### src/rtl/au_filter_ctrl.sv
// au_filter_ctrl: sequences one filter run per I2S word and buffers the
// results for the DAC.
//   sys_clk, sys_rst       : clock and synchronous active-high reset
//   ws, au_data            : async word select and the sample it frames
//   flt_start, flt_din     : start pulse and sample presented to the filter
//   flt_done, flt_dout     : filter completion pulse and result
//   dac_clka, dac_dat_a    : DAC latch clock and offset-binary code
//   ovf, drop_cnt          : lost-result flag and dropped-sample counter
module au_filter_ctrl #(
    parameter int unsigned DW         = 24,
    parameter int unsigned OW         = 10,
    parameter int unsigned FIFO_DEPTH = 4,
    parameter int unsigned TIMEOUT    = 255,
    parameter int unsigned DAC_HI     = 4
) (
    input  logic          sys_clk,
    input  logic          sys_rst,
    input  logic          ws,
    input  logic [DW-1:0] au_data,
    output logic          flt_start,
    output logic [DW-1:0] flt_din,
    input  logic          flt_done,
    input  logic [DW-1:0] flt_dout,
    output logic          dac_clka,
    output logic [OW-1:0] dac_dat_a,
    output logic          ovf,
    output logic [7:0]    drop_cnt
);

    localparam int unsigned AW   = (FIFO_DEPTH > 1) ? $clog2(FIFO_DEPTH) : 1;
    localparam int unsigned CNTW = AW + 1;
    localparam int unsigned CW   = $clog2(TIMEOUT + 1);
    localparam int unsigned HW   = $clog2(DAC_HI + 1);

    typedef enum logic [2:0] {
        ST_IDLE,
        ST_LATCH,
        ST_START,
        ST_WAIT,
        ST_STORE
    } state_t;

    logic             r_ws_s1, r_ws_s2, r_ws_d;
    logic             w_ws_fall, w_ws_rise;
    state_t           r_state, w_state_nxt;
    logic             w_load, w_capture, w_push, w_timeout, w_drop;
    logic [CW-1:0]    r_wait_cnt;
    logic [OW-1:0]    r_result;
    logic [OW-1:0]    r_mem [FIFO_DEPTH];
    logic [AW-1:0]    r_wr_ptr, r_rd_ptr;
    logic [CNTW-1:0]  r_count;
    logic             w_full, w_pop, w_wr_en;
    logic             r_pop_d;
    logic [HW-1:0]    r_hi_cnt;
    logic             r_flt_start, r_dac_clka, r_ovf;
    logic [DW-1:0]    r_flt_din;
    logic [OW-1:0]    r_dac_dat;
    logic [7:0]       r_drop_cnt;
    logic             w_unused_lsbs;

    assign w_unused_lsbs = ^flt_dout[DW-OW-1:0];

    // ws synchronizer and edge detect
    always_ff @(posedge sys_clk) begin
        if (sys_rst) begin
            r_ws_s1 <= 1'b0;
            r_ws_s2 <= 1'b0;
            r_ws_d  <= 1'b0;
        end else begin
            r_ws_s1 <= ws;
            r_ws_s2 <= r_ws_s1;
            r_ws_d  <= r_ws_s2;
        end
    end

    assign w_ws_fall = r_ws_d & ~r_ws_s2;
    assign w_ws_rise = ~r_ws_d & r_ws_s2;

    // FSM state register
    always_ff @(posedge sys_clk) begin
        if (sys_rst) r_state <= ST_IDLE;
        else         r_state <= w_state_nxt;
    end

    // FSM next state and per-state strobes
    always_comb begin
        w_state_nxt = r_state;
        w_load      = 1'b0;
        w_capture   = 1'b0;
        w_push      = 1'b0;
        w_timeout   = 1'b0;
        case (r_state)
            ST_IDLE:  if (w_ws_fall) w_state_nxt = ST_LATCH;
            ST_LATCH: begin
                w_load      = 1'b1;
                w_state_nxt = ST_START;
            end
            ST_START: w_state_nxt = ST_WAIT;
            ST_WAIT: begin
                // flt_done wins over a timeout landing in the same cycle
                if (flt_done) begin
                    w_capture   = 1'b1;
                    w_state_nxt = ST_STORE;
                end else if (r_wait_cnt == CW'(TIMEOUT - 1)) begin
                    w_timeout   = 1'b1;
                    w_state_nxt = ST_IDLE;
                end
            end
            ST_STORE: begin
                w_push      = 1'b1;
                w_state_nxt = ST_IDLE;
            end
            default:  w_state_nxt = ST_IDLE;
        endcase
    end

    // A timeout and a busy ws_fall together count as one drop
    assign w_drop = w_timeout | (w_ws_fall & (r_state != ST_IDLE));

    // Filter handshake, wait counter, result capture and drop counter
    always_ff @(posedge sys_clk) begin
        if (sys_rst) begin
            r_flt_start <= 1'b0;
            r_flt_din   <= '0;
            r_wait_cnt  <= '0;
            r_result    <= '0;
            r_drop_cnt  <= 8'd0;
        end else begin
            r_flt_start <= (w_state_nxt == ST_START);
            if (w_load)                   r_flt_din  <= au_data;
            if (r_state == ST_START)      r_wait_cnt <= '0;
            else if (r_state == ST_WAIT)  r_wait_cnt <= r_wait_cnt + CW'(1);
            // flt_dout is only valid with flt_done, so convert it here
            if (w_capture) r_result <= {~flt_dout[DW-1], flt_dout[DW-2:DW-OW]};
            if (w_drop && (r_drop_cnt != 8'hFF)) r_drop_cnt <= r_drop_cnt + 8'd1;
        end
    end

    assign w_full  = (r_count == CNTW'(FIFO_DEPTH));
    assign w_pop   = w_ws_rise & (r_count != '0);
    // A pop frees the slot the same cycle, so a full FIFO still accepts
    assign w_wr_en = w_push & (~w_full | w_pop);

    // Result FIFO storage
    always_ff @(posedge sys_clk) begin
        if (w_wr_en) r_mem[r_wr_ptr] <= r_result;
    end

    // FIFO pointers, occupancy and overflow flag
    always_ff @(posedge sys_clk) begin
        if (sys_rst) begin
            r_wr_ptr <= '0;
            r_rd_ptr <= '0;
            r_count  <= '0;
            r_ovf    <= 1'b0;
        end else begin
            if (w_wr_en) r_wr_ptr <= r_wr_ptr + AW'(1);
            if (w_pop)   r_rd_ptr <= r_rd_ptr + AW'(1);
            case ({w_wr_en, w_pop})
                2'b10:   r_count <= r_count + CNTW'(1);
                2'b01:   r_count <= r_count - CNTW'(1);
                default: r_count <= r_count;
            endcase
            if (w_push && w_full && !w_pop) r_ovf <= 1'b1;
        end
    end

    // DAC word update followed one cycle later by a DAC_HI-long latch pulse
    always_ff @(posedge sys_clk) begin
        if (sys_rst) begin
            r_dac_dat  <= {1'b1, {(OW-1){1'b0}}};
            r_pop_d    <= 1'b0;
            r_hi_cnt   <= '0;
            r_dac_clka <= 1'b0;
        end else begin
            r_pop_d <= w_pop;
            if (w_pop) r_dac_dat <= r_mem[r_rd_ptr];
            if (r_pop_d) begin
                r_hi_cnt   <= HW'(DAC_HI);
                r_dac_clka <= 1'b1;
            end else begin
                r_dac_clka <= (r_hi_cnt > HW'(1));
                if (r_hi_cnt != '0) r_hi_cnt <= r_hi_cnt - HW'(1);
            end
        end
    end

    assign flt_start = r_flt_start;
    assign flt_din   = r_flt_din;
    assign dac_clka  = r_dac_clka;
    assign dac_dat_a = r_dac_dat;
    assign ovf       = r_ovf;
    assign drop_cnt  = r_drop_cnt;

endmodule

### config.mk
export PLATFORM = sky130hd
export DESIGN_NAME = au_filter_ctrl
export DESIGN_NICKNAME = d
export VERILOG_FILES = /design/src/rtl/au_filter_ctrl.sv
export SDC_FILE = /design/constraint.sdc
export NUM_CORES = 1
export LEC_CHECK = 0
export ABC_CLOCK_PERIOD_IN_PS = 2600
export CAP_MARGIN = 5
export CORE_AREA = 2 2 71 141
export DETAILED_ROUTE_END_ITERATION = 12
export DIE_AREA = 0 0 73 143
export GPL_TIMING_DRIVEN = 0
export PLACE_DENSITY = 0.78
export SYNTH_ARGS = -nofsm -noshare
export SYNTH_HDL_FRONTEND = slang
export SYNTH_SLANG_ARGS = --single-unit
### constraint.sdc
create_clock -name sys_clk -period 2.6 [get_ports sys_clk]
set_input_delay 0.65 -clock sys_clk [delete_from_list [all_inputs] [get_ports sys_clk]]
set_output_delay 0.65 -clock sys_clk [all_outputs]
set_load 0.02 [all_outputs]
* Word level (Yosys, flattened, before mapping)
Memory sizes are Yosys's and may differ from the RTL's. A register that Yosys moved wholly into a read port is not among the register bits. Index checks and enable logic that the tools add are counted.
Word-level totals: flip-flop bits (word level) 70, bits in writable memories 40, bits of input ports 52, output and inout port bits 45, word-level logic and storage cells 76, memories 1
Memories:
- r_mem | depth 4, bits a word 10, rd ports 1, clocked after Yosys merged registers in 1, write ports 1, RTL line 49 | logic [OW-1:0] r_mem [FIFO_DEPTH];
Cells by class: $add $sub $neg 7, magnitude comparators 1, equality and inequality tests 10, mux-type cells 17, bitwise gates (word level) 11, reductions and logical operators 12
Operator list (count):
- $add 8x1->8 const B | 2
- $mux 3 | 5
- $pmux 3 s4 | 1
- $mux 1 | 10
- $eq 3x2->1 const B | 3
- $reduce_bool 3->1 | 3
- $eq 8x8->1 const B | 1
- $ne 8x8->1 const B | 1
- $eq 3x3->1 const B | 2
- $pmux 3 s2 | 1
- $sub 3x1->3 const B | 2
- $and 1x1->1 | 5
- $add 2x1->2 const B | 2
- $not 1->1 | 4
- $reduce_bool 2->1 | 2
- $reduce_or 2->1 | 2
- $add 3x1->3 const B | 1
- $eq 3x1->1 const B | 1
- $gt 3x1->1 const B | 1
- $logic_and 1x1->1 | 3
- $logic_not 3->1 | 1
- $eq 2x1->1 const B | 1
- $eq 2x2->1 const B | 1
- $or 1x1->1 | 2
- $logic_not 1->1 | 1

* Depth between registers and ports, before layout
depth after elaboration 7, depth in mapped cells 9, gate-level depth less buffers 8

* Worst setup path after synthesis
Ideal clock, no wire load.
path kind reg2reg, from register r_state[0], to register r_count[2], setup time 0.132 ns, arrival time 2.053 ns, data required time 2.468 ns, slack 0.415 ns, cell stages (with the launch flop) 10, path buffers 1, period minus slack after synthesis 2.185 ns, cell sequence dfxtp_1 > clkbuf_1 > nor3b_1 > nor3_1 > inv_1 > fa_1 > nor4b_1 > nand2_1 > a32oi_1 > a21oi_1
Between the ends: cells in the longest elaborated chain, start to end 5, elaborated cells between the ends (all ways) 7, those cells by class eq/ne: 3; mux: 2; bitwise: 1; reduce/logical: 1
Ends and longest elaborated chain:
- start, declared | RTL line 45 | state_t r_state, w_state_nxt;
- start signal, assigned | RTL line 82 | else r_state <= w_state_nxt;
- $eq 3x3->1 (*) | RTL line 92 | case (r_state)
- $mux 1 (*) | RTL line 92
- $and 1x1->1 (*) | RTL line 142 | assign w_wr_en = w_push & (~w_full | w_pop);
- $eq 2x1->1 or $eq 2x2->1 (tied branches) | RTL line 159 | case ({w_wr_en, w_pop})
- $pmux 3 s2 or $reduce_bool 2->1 (tied branches)
- end signal, assigned | RTL line 160 | 2'b10: r_count <= r_count + CNTW'(1);
- end signal, assigned | RTL line 161 | 2'b01: r_count <= r_count - CNTW'(1);
- end signal, assigned | RTL line 162 | default: r_count <= r_count;
- end, declared | RTL line 51 | logic [CNTW-1:0] r_count;
Every way passes the cells marked *; elsewhere a longest branch is shown, timed or not. A chain may end at the register's enable or synchronous reset.

* Worst setup path in the final report
Same ends and word-level chain as after synthesis.

==> impl_metrics.py <==
metrics = {
    "run_status": {
        "status": "finished clean",
    },
    "die": {
        "core_sq_um": 9321,
        "die_height_microns": 143,
        "dieArea_sq_um": 10440,
        "start_util_pct": 49.97,
        "die_w_microns": 73,
        "rows": 50,
        "ios": 97,
    },
    "yosys": {
        "synth_cell_types": 51,
        "async_reset_ff_share_pct": 0,
        "yosys_most_used_dff": "dfxtp_1",
        "synth_top_cells_by_area": "dfxtp_1, edfxtp_1, nand2_1, a21oi_1, mux4_2",
        "synth_cells": 423,
        "syn-num-nets": 486,
        "yosysTopAreaCell": "dfxtp_1",
        "synth.avg_cell_area_sq_um": 11.01,
        "synth_edf_count": 40,
        "seq_area_frac_synth_pct": 60.17,
        "syn_area_sq_um": 4658,
        "synth_top_area_share_pct": 34.38,
        "ys_warn_count": 0,
        "synth_seq_cells": 120,
    },
    "layout": {
        "fillCellCount": 708,
        "finalNetCount": 586,
        "diodes": 0,
        "syn2layout_area_growth_pct": 32.23,
        "layout_commonest_cell": "clkdlybuf4s50_1",
        "final_cell_mix": "clkdlybuf4s50_1, dfxtp_1, nand2_1, a21oi_1, edfxtp_1",
        "fin_cells": 640,
        "final_layout_size_suffix_gt1_share_pct": 9.328,
    },
    "cts": {
        "htreeDepth": 4,
        "cts_buffer_depth": 2,
        "hold_buffers": 0,
        "clockRootBuffer": "clkbuf_16",
        "clk_pin_slew_worst_paths_ps": 50,
        "cts_made_buffers": 17,
        "cts_tree": "built",
        "clock_latency_ps": 410,
        "cts_num_sinks": 120,
        "cts_resized": 0,
        "cts_setup_buffers": 0,
    },
    "sta": {
        "whs_ps": 456.3,
        "worst_pin_slew_ps": 605.7,
        "fin_crit_ps": 2352,
        "fmax_ghz": 0.4252,
        "finClkSkew_ps": 7.273,
        "hold_viol_final": 0,
        "fin_crit_sh_pct": 90.46,
        "rsz0062_at_grt": "no",
        "slew_violations": 0,
        "slew_headroom_pct": 59.62,
        "setup_viol": 0,
    },
    "power_and_ir_drop": {
        "swShare_pct": 21.81,
        "power_frac_clock_pct": 48.4,
        "power.leakage_nw": 2.107,
        "intPower_mw": 3.499,
        "max-vdd-ir-drop_mv": 0.7629,
        "p_per_area_nw_per_um2": 726.5,
        "seqPwrFrac_pct": 44.6,
        "p_sw_mw": 0.9761,
        "total_power_mw": 4.475,
        "p_comb_share_pct": 7.0,
    },
    "routing": {
        "via_per_inst": 5.472,
        "routed.top_layer": "met4",
        "num_vias": 3502,
        "met2_length_microns": 6280,
        "wl_met3_microns": 372,
        "met1_length_microns": 3872,
        "antenna_left": 0,
        "drc": 0,
        "wl_microns": 10830,
        "firstDrtPassIters": 5,
        "drt_iter0_drc": 138,
        "wl_per_cell_microns": 16.91,
    },
    "run": {
        "maxCapViolCount": 0,
    },
    "grt": {
        "grt_pass1_wl_microns": 17220,
        "first_global_vias": 3570,
        "antenna_found_initial": 0,
        "grt_max_degree": 17,
        "grt_use_total_pct": 22.05,
        "overflow": 0,
    },
    "worst_setup_path": {
        "arrival_ps": 2620,
        "critPathKind": "reg2reg",
        "path_max_fanout": 10,
        "required_ps": 2870,
        "endpoint_kind": "flop",
        "cp-start-kind": "flop",
    },
    "hold_path": {
        "hold_path_class": "reg2reg",
    },
    "placed_design": {
        "place.gp.congestion": 0.8859,
        "io_buffers": 81,
        "hpwl_microns": 7772,
        "place_inst": 608,
    },
}
==> worst paths after layout <==
| check | from | endpoint | slack [ps] | cells past startpoint |
|---|---|---|---|---|
| setup / recovery | r_state[0] | r_count[2] | 250 | 9 |
| hold / removal | r_ws_s1 | r_ws_s2 | 460 | 1 |
| setup reg to reg | r_state[0] | r_count[2] | 250 | 9 |
| hold reg to reg | r_ws_s1 | r_ws_s2 | 460 | 1 |
==> power by group through the flow <==
| stage | clock, mW | combinational (mW) | sequential [mW] |
|---|---|---|---|
| 2_1_floorplan | 0 | 0.150 | 2.05 |
| 6_report | 2.17 | 0.312 | 2.00 |
| 5_1_grt | 2.28 | 0.344 | 2.00 |
| 4_1_cts | 2.19 | 0.315 | 2.00 |
| 3_5_place_dp | 0 | 0.310 | 2.03 |
| 3_3_place_gp | 0 | 0.301 | 2.03 |
==> per-layer routing <==
layer / up-vias / track usage, %
met5: - / 0
met4: 0 / 9.649
met3: 29 / 6.281
met2: 83 / 40.40
met1: 1680 / 22.31
li1: 1710 / -
==> Yosys cell counts, types with 5 or more instances <==
cell type / instances
dfxtp_1: 80
ha_1: 10
inv_1: 13
o21ai_0: 5
mux4_2: 10
nand2b_1: 6
and2_1: 6
edfxtp_1: 40
a21oi_1: 47
nor3_1: 6
nor2_1: 23
nand4_1: 5
clkbuf_1: 18
xnor2_1: 6
nand3_1: 6
a22o_1: 9
nand2_1: 78
==> state kept, by name, indices dropped and copies added, names as in the netlist, 2 cells and up <==
signal and cells:
r_result 10, r_hi_cnt 3, flt_din 24, r_wr_ptr 2, r_state 3, r_rd_ptr 2, dac_dat_a 10, r_wait_cnt 8
r_mem 40, r_count 3, drop_cnt 8
==> area by class of cell <==
cell class | instances | area (sq um) | share of cell area (%)
multi-input cells | 268 | 1719 | 27.91
clock inverters | 10 | 77.57 | 1.259
plain buffers | 22 | 95.09 | 1.544
inverters | 13 | 48.80 | 0.7922
clock buffers | 22 | 475.5 | 7.719
flip-flops and latches | 120 | 2803 | 45.50
well taps | 104 | 130.1 | 2.113
repair buffers | 81 | 810.8 | 13.16
==> through the flow <==
| stage | setup slack (ps) | setup TNS [ps] | util, % | area [sq um] |
|---|---|---|---|---|
| 2_1_floorplan | 415.0 | 0 | - | 4658 |
| 3_3_place_gp | 32.05 | 0 | 60.07 | 5599 |
| 3_5_place_dp | -10.45 | -10.45 | 60.07 | 5599 |
| 4_1_cts | 44.18 | 0 | 66.00 | 6152 |
| 5_1_grt | 63.79 | 0 | 66.08 | 6160 |
| 6_report | 248.1 | 0 | 66.08 | 6160 |
==> critical path, stage by stage (launching register included) <==
cell	delay, ps
dfxtp_1	370
clkbuf_2	250
nor3b_1	110
nor3_1	260
inv_1	90
fa_1	440
nor4b_2	280
nand2_1	110
a32oi_1	210
a21oi_1	80
==> cell families after synthesis <==
logic type,synth area share (%)
buffers and inverters,3.062
AND/OR/NAND/NOR,15.12
flip-flops,60.17
AO/OA/AOI/OAI,11.31
adder cells (fa/ha/maj),3.116
multiplexers,5.533
XOR/XNOR,1.692
(Power assumes the default switching activity.)
